==> src/rtl/ucsbece154b_icache_cwf.sv <==
// Set-associative instruction cache with critical-word-first refill and early restart.
// Replacement is true LRU (per-way ages) or per-set round-robin, chosen by REPL_MODE.
module ucsbece154b_icache_cwf #(
    parameter int NUM_SETS    = 8,
    parameter int NUM_WAYS    = 4,
    parameter int BLOCK_WORDS = 4,
    parameter int WORD_SIZE   = 32,
    parameter int REPL_MODE   = 0
) (
    input  logic                 Clk,
    input  logic                 Reset,
    input  logic                 ReadEnable,
    input  logic [31:0]          ReadAddress,
    input  logic                 Flush,
    output logic [WORD_SIZE-1:0] Instruction,
    output logic                 Ready,
    output logic                 Busy,
    output logic [31:0]          MemReadAddress,
    output logic                 MemReadRequest,
    input  logic [31:0]          MemDataIn,
    input  logic                 MemDataReady
);
    localparam int OB = $clog2(BLOCK_WORDS);
    localparam int IB = $clog2(NUM_SETS);
    localparam int WB = $clog2(NUM_WAYS);
    localparam int TW = 30 - OB - IB;

    localparam logic [1:0] S_IDLE   = 2'd0;
    localparam logic [1:0] S_REFILL = 2'd1;
    localparam logic [1:0] S_FINISH = 2'd2;

    logic [1:0]                       state;
    logic [NUM_WAYS-1:0]              valid [NUM_SETS];
    logic [TW-1:0]                    tags  [NUM_SETS][NUM_WAYS];
    logic [WORD_SIZE-1:0]             data  [NUM_SETS][NUM_WAYS][BLOCK_WORDS];
    logic [NUM_WAYS-1:0][WB-1:0]      age   [NUM_SETS];
    logic [WB-1:0]                    rr    [NUM_SETS];

    logic [IB-1:0] r_idx;
    logic [TW-1:0] r_tag;
    logic [OB-1:0] r_off, cnt, wr_off;
    logic [WB-1:0] r_way;
    logic          discard;

    logic [OB-1:0] a_off;
    logic [IB-1:0] a_idx;
    logic [TW-1:0] a_tag;
    logic          unused_bits;

    assign a_off       = ReadAddress[OB+1:2];
    assign a_idx       = ReadAddress[OB+IB+1:OB+2];
    assign a_tag       = ReadAddress[31:OB+IB+2];
    assign unused_bits = ^ReadAddress[1:0];
    assign wr_off      = r_off + cnt;

    logic          hit;
    logic [WB-1:0] hit_way, lru_way, victim;

    always_comb begin
        hit     = 1'b0;
        hit_way = '0;
        lru_way = '0;
        for (int w = 0; w < NUM_WAYS; w++) begin
            if (valid[a_idx][w] && tags[a_idx][w] == a_tag) begin
                hit     = 1'b1;
                hit_way = WB'(w);
            end
            if (age[a_idx][w] == WB'(NUM_WAYS-1))
                lru_way = WB'(w);
        end
        victim = (REPL_MODE != 0) ? rr[a_idx] : lru_way;
        // Walk downward so the lowest-index invalid way wins.
        for (int w = NUM_WAYS-1; w >= 0; w--)
            if (!valid[a_idx][w]) victim = WB'(w);
    end

    // Touched way becomes age 0; ways not older than it age by one. The saturating
    // guard lets the all-zero reset state settle into a proper age permutation.
    logic                        upd_en;
    logic [IB-1:0]               upd_set;
    logic [WB-1:0]               upd_way;
    logic [NUM_WAYS-1:0][WB-1:0] new_age;

    always_comb begin
        upd_en  = (state == S_FINISH) || (state == S_IDLE && ReadEnable && !Flush && hit);
        upd_set = (state == S_FINISH) ? r_idx : a_idx;
        upd_way = (state == S_FINISH) ? r_way : hit_way;
        new_age = age[upd_set];
        for (int w = 0; w < NUM_WAYS; w++) begin
            if (WB'(w) == upd_way)
                new_age[w] = '0;
            else if (age[upd_set][w] <= age[upd_set][upd_way] &&
                     age[upd_set][w] != WB'(NUM_WAYS-1))
                new_age[w] = age[upd_set][w] + 1'b1;
        end
    end

    always_ff @(posedge Clk) begin
        if (!Reset && state == S_REFILL && MemDataReady)
            data[r_idx][r_way][wr_off] <= WORD_SIZE'(MemDataIn);
    end

    always_ff @(posedge Clk) begin
        if (Reset) begin
            state          <= S_IDLE;
            Instruction    <= '0;
            Ready          <= 1'b0;
            Busy           <= 1'b0;
            MemReadRequest <= 1'b0;
            MemReadAddress <= '0;
            cnt            <= '0;
            discard        <= 1'b0;
            r_idx          <= '0;
            r_tag          <= '0;
            r_off          <= '0;
            r_way          <= '0;
            for (int s = 0; s < NUM_SETS; s++) begin
                valid[s] <= '0;
                age[s]   <= '0;
                rr[s]    <= '0;
            end
        end else begin
            Ready <= 1'b0;
            case (state)
                S_IDLE: begin
                    if (ReadEnable && !Flush) begin
                        if (hit) begin
                            Instruction <= data[a_idx][hit_way][a_off];
                            Ready       <= 1'b1;
                        end else begin
                            r_idx                 <= a_idx;
                            r_tag                 <= a_tag;
                            r_off                 <= a_off;
                            r_way                 <= victim;
                            valid[a_idx][victim]  <= 1'b0;
                            MemReadAddress        <= {ReadAddress[31:2], 2'b00};
                            MemReadRequest        <= 1'b1;
                            Busy                  <= 1'b1;
                            cnt                   <= '0;
                            discard               <= 1'b0;
                            state                 <= S_REFILL;
                        end
                    end
                end
                S_REFILL: begin
                    if (MemDataReady) begin
                        if (cnt == '0) begin
                            Instruction <= WORD_SIZE'(MemDataIn);
                            Ready       <= 1'b1;
                        end
                        if (cnt == OB'(BLOCK_WORDS-1)) begin
                            MemReadRequest <= 1'b0;
                            state          <= S_FINISH;
                        end
                        cnt <= cnt + 1'b1;
                    end
                    if (Flush) discard <= 1'b1;
                end
                S_FINISH: begin
                    if (!discard) valid[r_idx][r_way] <= 1'b1;
                    tags[r_idx][r_way] <= r_tag;
                    if (REPL_MODE != 0) rr[r_idx] <= rr[r_idx] + 1'b1;
                    Busy  <= 1'b0;
                    state <= S_IDLE;
                end
                default: state <= S_IDLE;
            endcase
            if (upd_en && REPL_MODE == 0) age[upd_set] <= new_age;
            // Placed last so a flush overrides any same-edge validate.
            if (Flush)
                for (int s = 0; s < NUM_SETS; s++) valid[s] <= '0;
        end
    end
endmodule

==> config.mk <==
export PLATFORM = sky130hd
export DESIGN_NAME = ucsbece154b_icache_cwf
export DESIGN_NICKNAME = d
export VERILOG_FILES = /design/src/rtl/ucsbece154b_icache_cwf.sv
export SDC_FILE = /design/constraint.sdc
export NUM_CORES = 2
export LEC_CHECK = 0
export ABC_AREA = 0
export CAP_MARGIN = 10
export CELL_PAD_IN_SITES_DETAIL_PLACEMENT = 1
export CELL_PAD_IN_SITES_GLOBAL_PLACEMENT = 1
export CORE_MARGIN = 8
export CORE_UTILIZATION = 40
export DETAILED_ROUTE_END_ITERATION = 12
export PLACE_DENSITY = 0.63
export SLEW_MARGIN = 20
export SYNTH_ARGS = -nofsm -noshare
export SYNTH_HDL_FRONTEND = slang
export SYNTH_MEMORY_MAX_BITS = 65536
export SYNTH_SLANG_ARGS = --single-unit
==> constraint.sdc <==
create_clock -name Clk -period 6.7 [get_ports Clk]
set_input_delay 0.67 -clock Clk [delete_from_list [all_inputs] [get_ports Clk]]
set_output_delay 0.67 -clock Clk [all_outputs]
set_load 0.03 [all_outputs]
# == Word level (Yosys, flattened, before mapping) ==
# Memory sizes are Yosys's and may differ from the RTL's.
# Cells that the tools add are included.
# totals
reg_bits,102
latchBits,0
ramBits,4992
mem_bits_ro,0
input_bits,69
out_inout_bits,67
mem_count,4
# classes
n_addsub,6
multipliers,0
n_div,0
order_cmp,15
n_eq_ne,32
shift,0
muxes,110
bitwise,109
n_reduce_logical,36
# memory_table
name,words,word_bits,read_ports,rd_clocked_by_memory_dff,wr,line_no,source
data,8,512,1,0,1,35,logic [WORD_SIZE-1:0] data [NUM_SETS][NUM_WAYS][BLOCK_WORDS];
tags,8,100,1,0,1,34,logic [TW-1:0] tags [NUM_SETS][NUM_WAYS];
age,8,8,2,0,8,36,logic [NUM_WAYS-1:0][WB-1:0] age [NUM_SETS];
valid,8,4,1,0,8,33,logic [NUM_WAYS-1:0] valid [NUM_SETS];
# op_table
operator,n
two-way mux 512 bit,1
two-way mux 128 bit,3
binary-select mux 128 bit (select 2 bit),1
demux 128 bit (select 2 bit),1
two-way mux 32 bit,7
== test 25 bit,4
two-way mux 100 bit,1
AND 1 bit,64
binary-select mux 32 bit (select 2 bit),1
demux 32 bit (select 2 bit),1
one-hot mux 32 bit (2 select lines),1
two-way mux 4 bit,14
demux 25 bit (select 2 bit),1
two-way mux 2 bit,25
two-way mux 1 bit,38
NOT 1 bit,33
two-way mux 25 bit,1
== test 3 bit (second input constant),8
logical AND 1 bit,18
!= test 2 bit (second input constant),8
>= comparator 3 bit (second input constant),4
two-way mux 3 bit,4
NOT 2 -> 3 bit,4
AND reduction 4 bit,3
other kinds (25),62

# == Depth between registers and ports, before layout ==
# An unclocked memory read counts as a cell.
# logic_depth
word_depth,17
mapped_depth,26

# == Least setup slack after synthesis ==
# Ideal clock, no wire load.
# synth_path
path_kind,input to register
from,input port ReadAddress[5]
to,memory age[0][6] in the netlist's numbering (data pin)
setup_time_ns,0.262
arrival_ns,5.168
setup_slack_ns,1.270
cell_stages,23
n_path_buf,7
path_cell_list,buf_6 buf_6 buf_6 buf_6 buf_2 mux4_2 mux2i_1 xor2_1 nand4_1 nor4_1 nand4_1 buf_2 o211ai_2 nand2_1 o21ai_0 ha_1 nor2_1 nand2_1 inv_1 o32ai_2 and2_1 buf_2 mux2_1
# synth_lines
item,line_no,source
from (decl),13,"input logic [31:0] ReadAddress,"
to (decl),36,

==> metrics.yaml <==
grt_setup_unrepaired: "false"
reg2reg_depth: 17
avgViaCountPerCell: 5.989
skew_ns: 0.05191
finalSetupViolCount: 0
relSlewSlack_pct: 16.95
num_io_pins: 136
crit_cells: 17
port_buffers: 131
synth_ff_type: "edfxtp_1"
placementRows: 258
clk_latency_ns: 1.07
clockRootBuffer: "clkbuf_16"
maxSlewViolCount: 0
worst-path-buf-inv: 2
ctsHoldBuffers: 0
endpoint_kind: "flip-flop"
async_reset_ff_share_pct: 0
clkPwrFrac_pct: 42.8
p_comb_share_pct: 5.5
period_share_pct: 91.92
grt_usage_pct: 22.42
cp_max_fo: 16
firstDrtPassIters: 6
antenna_left: 0
cp.required_ns: 7.46
postCtsSetupBuffers: 0
synth_xor_area_share_pct: 0.3358
p_leak_nw: 71.83
cts_resized: 0
grt_pass1_wl_mm: 828.8
grt_start_max_net_pins: 125
hold_viol_final: 0
max_stage_delay_ns: 0.79
antenna_found_initial: 40
pre_cts_ws_ns: -0.05332
die_y_um: 719.9
clk_pin_slew_ns: 0.06
crit_top_cell: "nor2_1"
nFillCells: 44683
critPathLaunchType: "flip-flop"
core-area_sq_mm: 0.4936
hold_class: "in2reg"
synthAdderAreaFrac_pct: 0.06944
dp_hpwl_mm: 366.5
drc_errors: 0
synth_area_per_cell_sq_um: 21.42
synth_top_family_by_area: "multiplexers"
postSynthCellCount: 9253
drive_gt1_share_pct: 29.40
critical_path.top_delay_family: "compound AO/OA/AOI/OAI gates"
wirelength_mm: 598.5
first_iter_violations: 12202
whs_path_depth: 1
slowest_stage: "o32ai_2"
layout_commonest_cell: "edfxtp_1"
p_per_area_mw_per_mm2: 296.6
fin_ws_ns: 0.5417
fin_nets: 9950
start_util_pct: 40.16
synth-edff-count: 4992
synthSimpleGateAreaFrac_pct: 2.178
vias: 100588
layout_common_cells: "edfxtp_1, mux4_2, clkbuf_16, buf_4, mux2i_1"
h-tree-depth: 6
vdd_drop_max_uv: 284.5
ys_seq_elements: 5064
path_class: "reg2reg"
fin_total_pwr_mw: 67.52
muxShareOfSynthArea_pct: 17.34
p_int_mw: 52.49
ys_warn_count: 0
avgRoutedWirePerCell_um: 35.63
worst_pin_slew_ns: 1.243
place_congestion: 0.8703
drv_cap: 0
yosysSeqAreaShare_pct: 76.35
synthToLayoutAreaGrowth_pct: 14.86
crit_chain: "nand2b_1 -> buf_4 -> nor2_1 -> a21oi_1 -> nor2_1 -> a22o_1 -> a221oi_1 -> and3_1 -> inv_1 -> o211ai_1 -> o21ai_0 -> ha_1 -> nor2_1 -> and2_1 -> o32ai_2 -> a2111o_1 -> nand2_1"
numCtsBuffers: 529
seq_power_share_pct: 51.7
cts.path.max_buffers: 4
ys_types: 86
power_switching_mw: 15.03
grt_pass1_vias: 103390
cp.arrival_ns: 6.92
overflow: 0
period_minus_slack_ns: 6.158
syn_area_sq_mm: 0.1982
cts.sinks: 5064
die_area_sq_mm: 0.5183
cts_tree: "built"
status: "finished clean"
synth-compound-area-share_pct: 2.365
dieWidth_um: 719.9
fmax_mhz: 162.4
sw_frac_of_total_pct: 22.26
## cell type report
cell class	count	area (sq um)	area share, %
antenna	14	35.03	0.01539
clock buffer	675	14160	6.220
clock inverter	267	2640	1.160
inverter	38	142.6	0.06265
multi-input combinational	3608	45670	20.06
sequential	5064	151300	66.48
tap	6500	8133	3.572
timing repair buffer	629	5535	2.431
## routing by layer
metal / GRT usage (%) / share of wire, %
met5: 0 / 0.023
met4: 7.389 / 3.7
met3: 4.067 / 8.0
met2: 36.02 / 47
met1: 31.11 / 41
## cell families after synthesis
family	count (synthesis)
fa+ha+maj	11
compound gates	687
flops	5064
simple gates	894
mux	1938
buf+inv	582
other cells	1
xor+xnor	76
## registers in the layout, indices dropped and copies added, names as in the netlist, 25 cells and up
name	count
data	4096
tags	800
age	64
Instruction	32
valid	32
r_tag	25
## through the flow
stage | cell area [sq um] | instances | hold WS [ns] | util [%] | setup TNS, ns
6_report | 227700 | 16795 | 0.1356 | 46.13 | 0
5_1_grt | 227600 | 16782 | 0.1280 | 46.12 | 0
4_1_cts | 227500 | 16777 | 0.06937 | 46.10 | 0
3_5_place_dp | 210700 | 15835 | 0.4778 | 42.69 | -0.08426
3_3_place_gp | 210500 | 15828 | 0.4670 | 42.65 | 0
2_1_floorplan | 198200 | 9254 | 0.4667 | - | 0
## synth_stat cells, drive strengths merged, types with 23 or more instances
cell type	n	share of area, %
o22ai	42	0.13
nand3	45	0.12
nor2	370	0.70
a22oi	64	0.24
mux2	373	2.1
xor2	33	0.15
a211oi	94	0.36
nand2b	26	0.082
o21ai	165	0.42
nand2	156	0.30
xnor2	43	0.19
inv	37	0.070
nor4	105	0.34
mux2i	406	2.1
a32oi	29	0.13
a21oi	125	0.32
clkbuf	238	0.45
nor3	47	0.12
dfxtp	72	0.73
edfxtp	4992	76
a221oi	23	0.10
mux4	1159	13
buf	306	0.83
## power by group through the flow
stage / registers, mW / clock network [mW] / logic, mW
after floorplan: 35.6 / 0 / 1.82
after global placement: 35.6 / 0 / 3.64
after detailed placement: 35.6 / 0 / 3.72
after CTS: 34.9 / 29.3 / 3.73
after global routing: 34.9 / 30.4 / 3.87
final: 34.9 / 28.9 / 3.72
## final timing paths
kind	from	end	slack, ns
worst min register to register	r_tag[16]	tags[2][41]	0.50
worst max-delay path	state[0]	age[4][4]	0.54
worst max register to register	state[0]	age[4][4]	0.54
worst min-delay path	MemDataIn[10]	data[3][458]	0.14
Power figures use the tool's default switching activity.
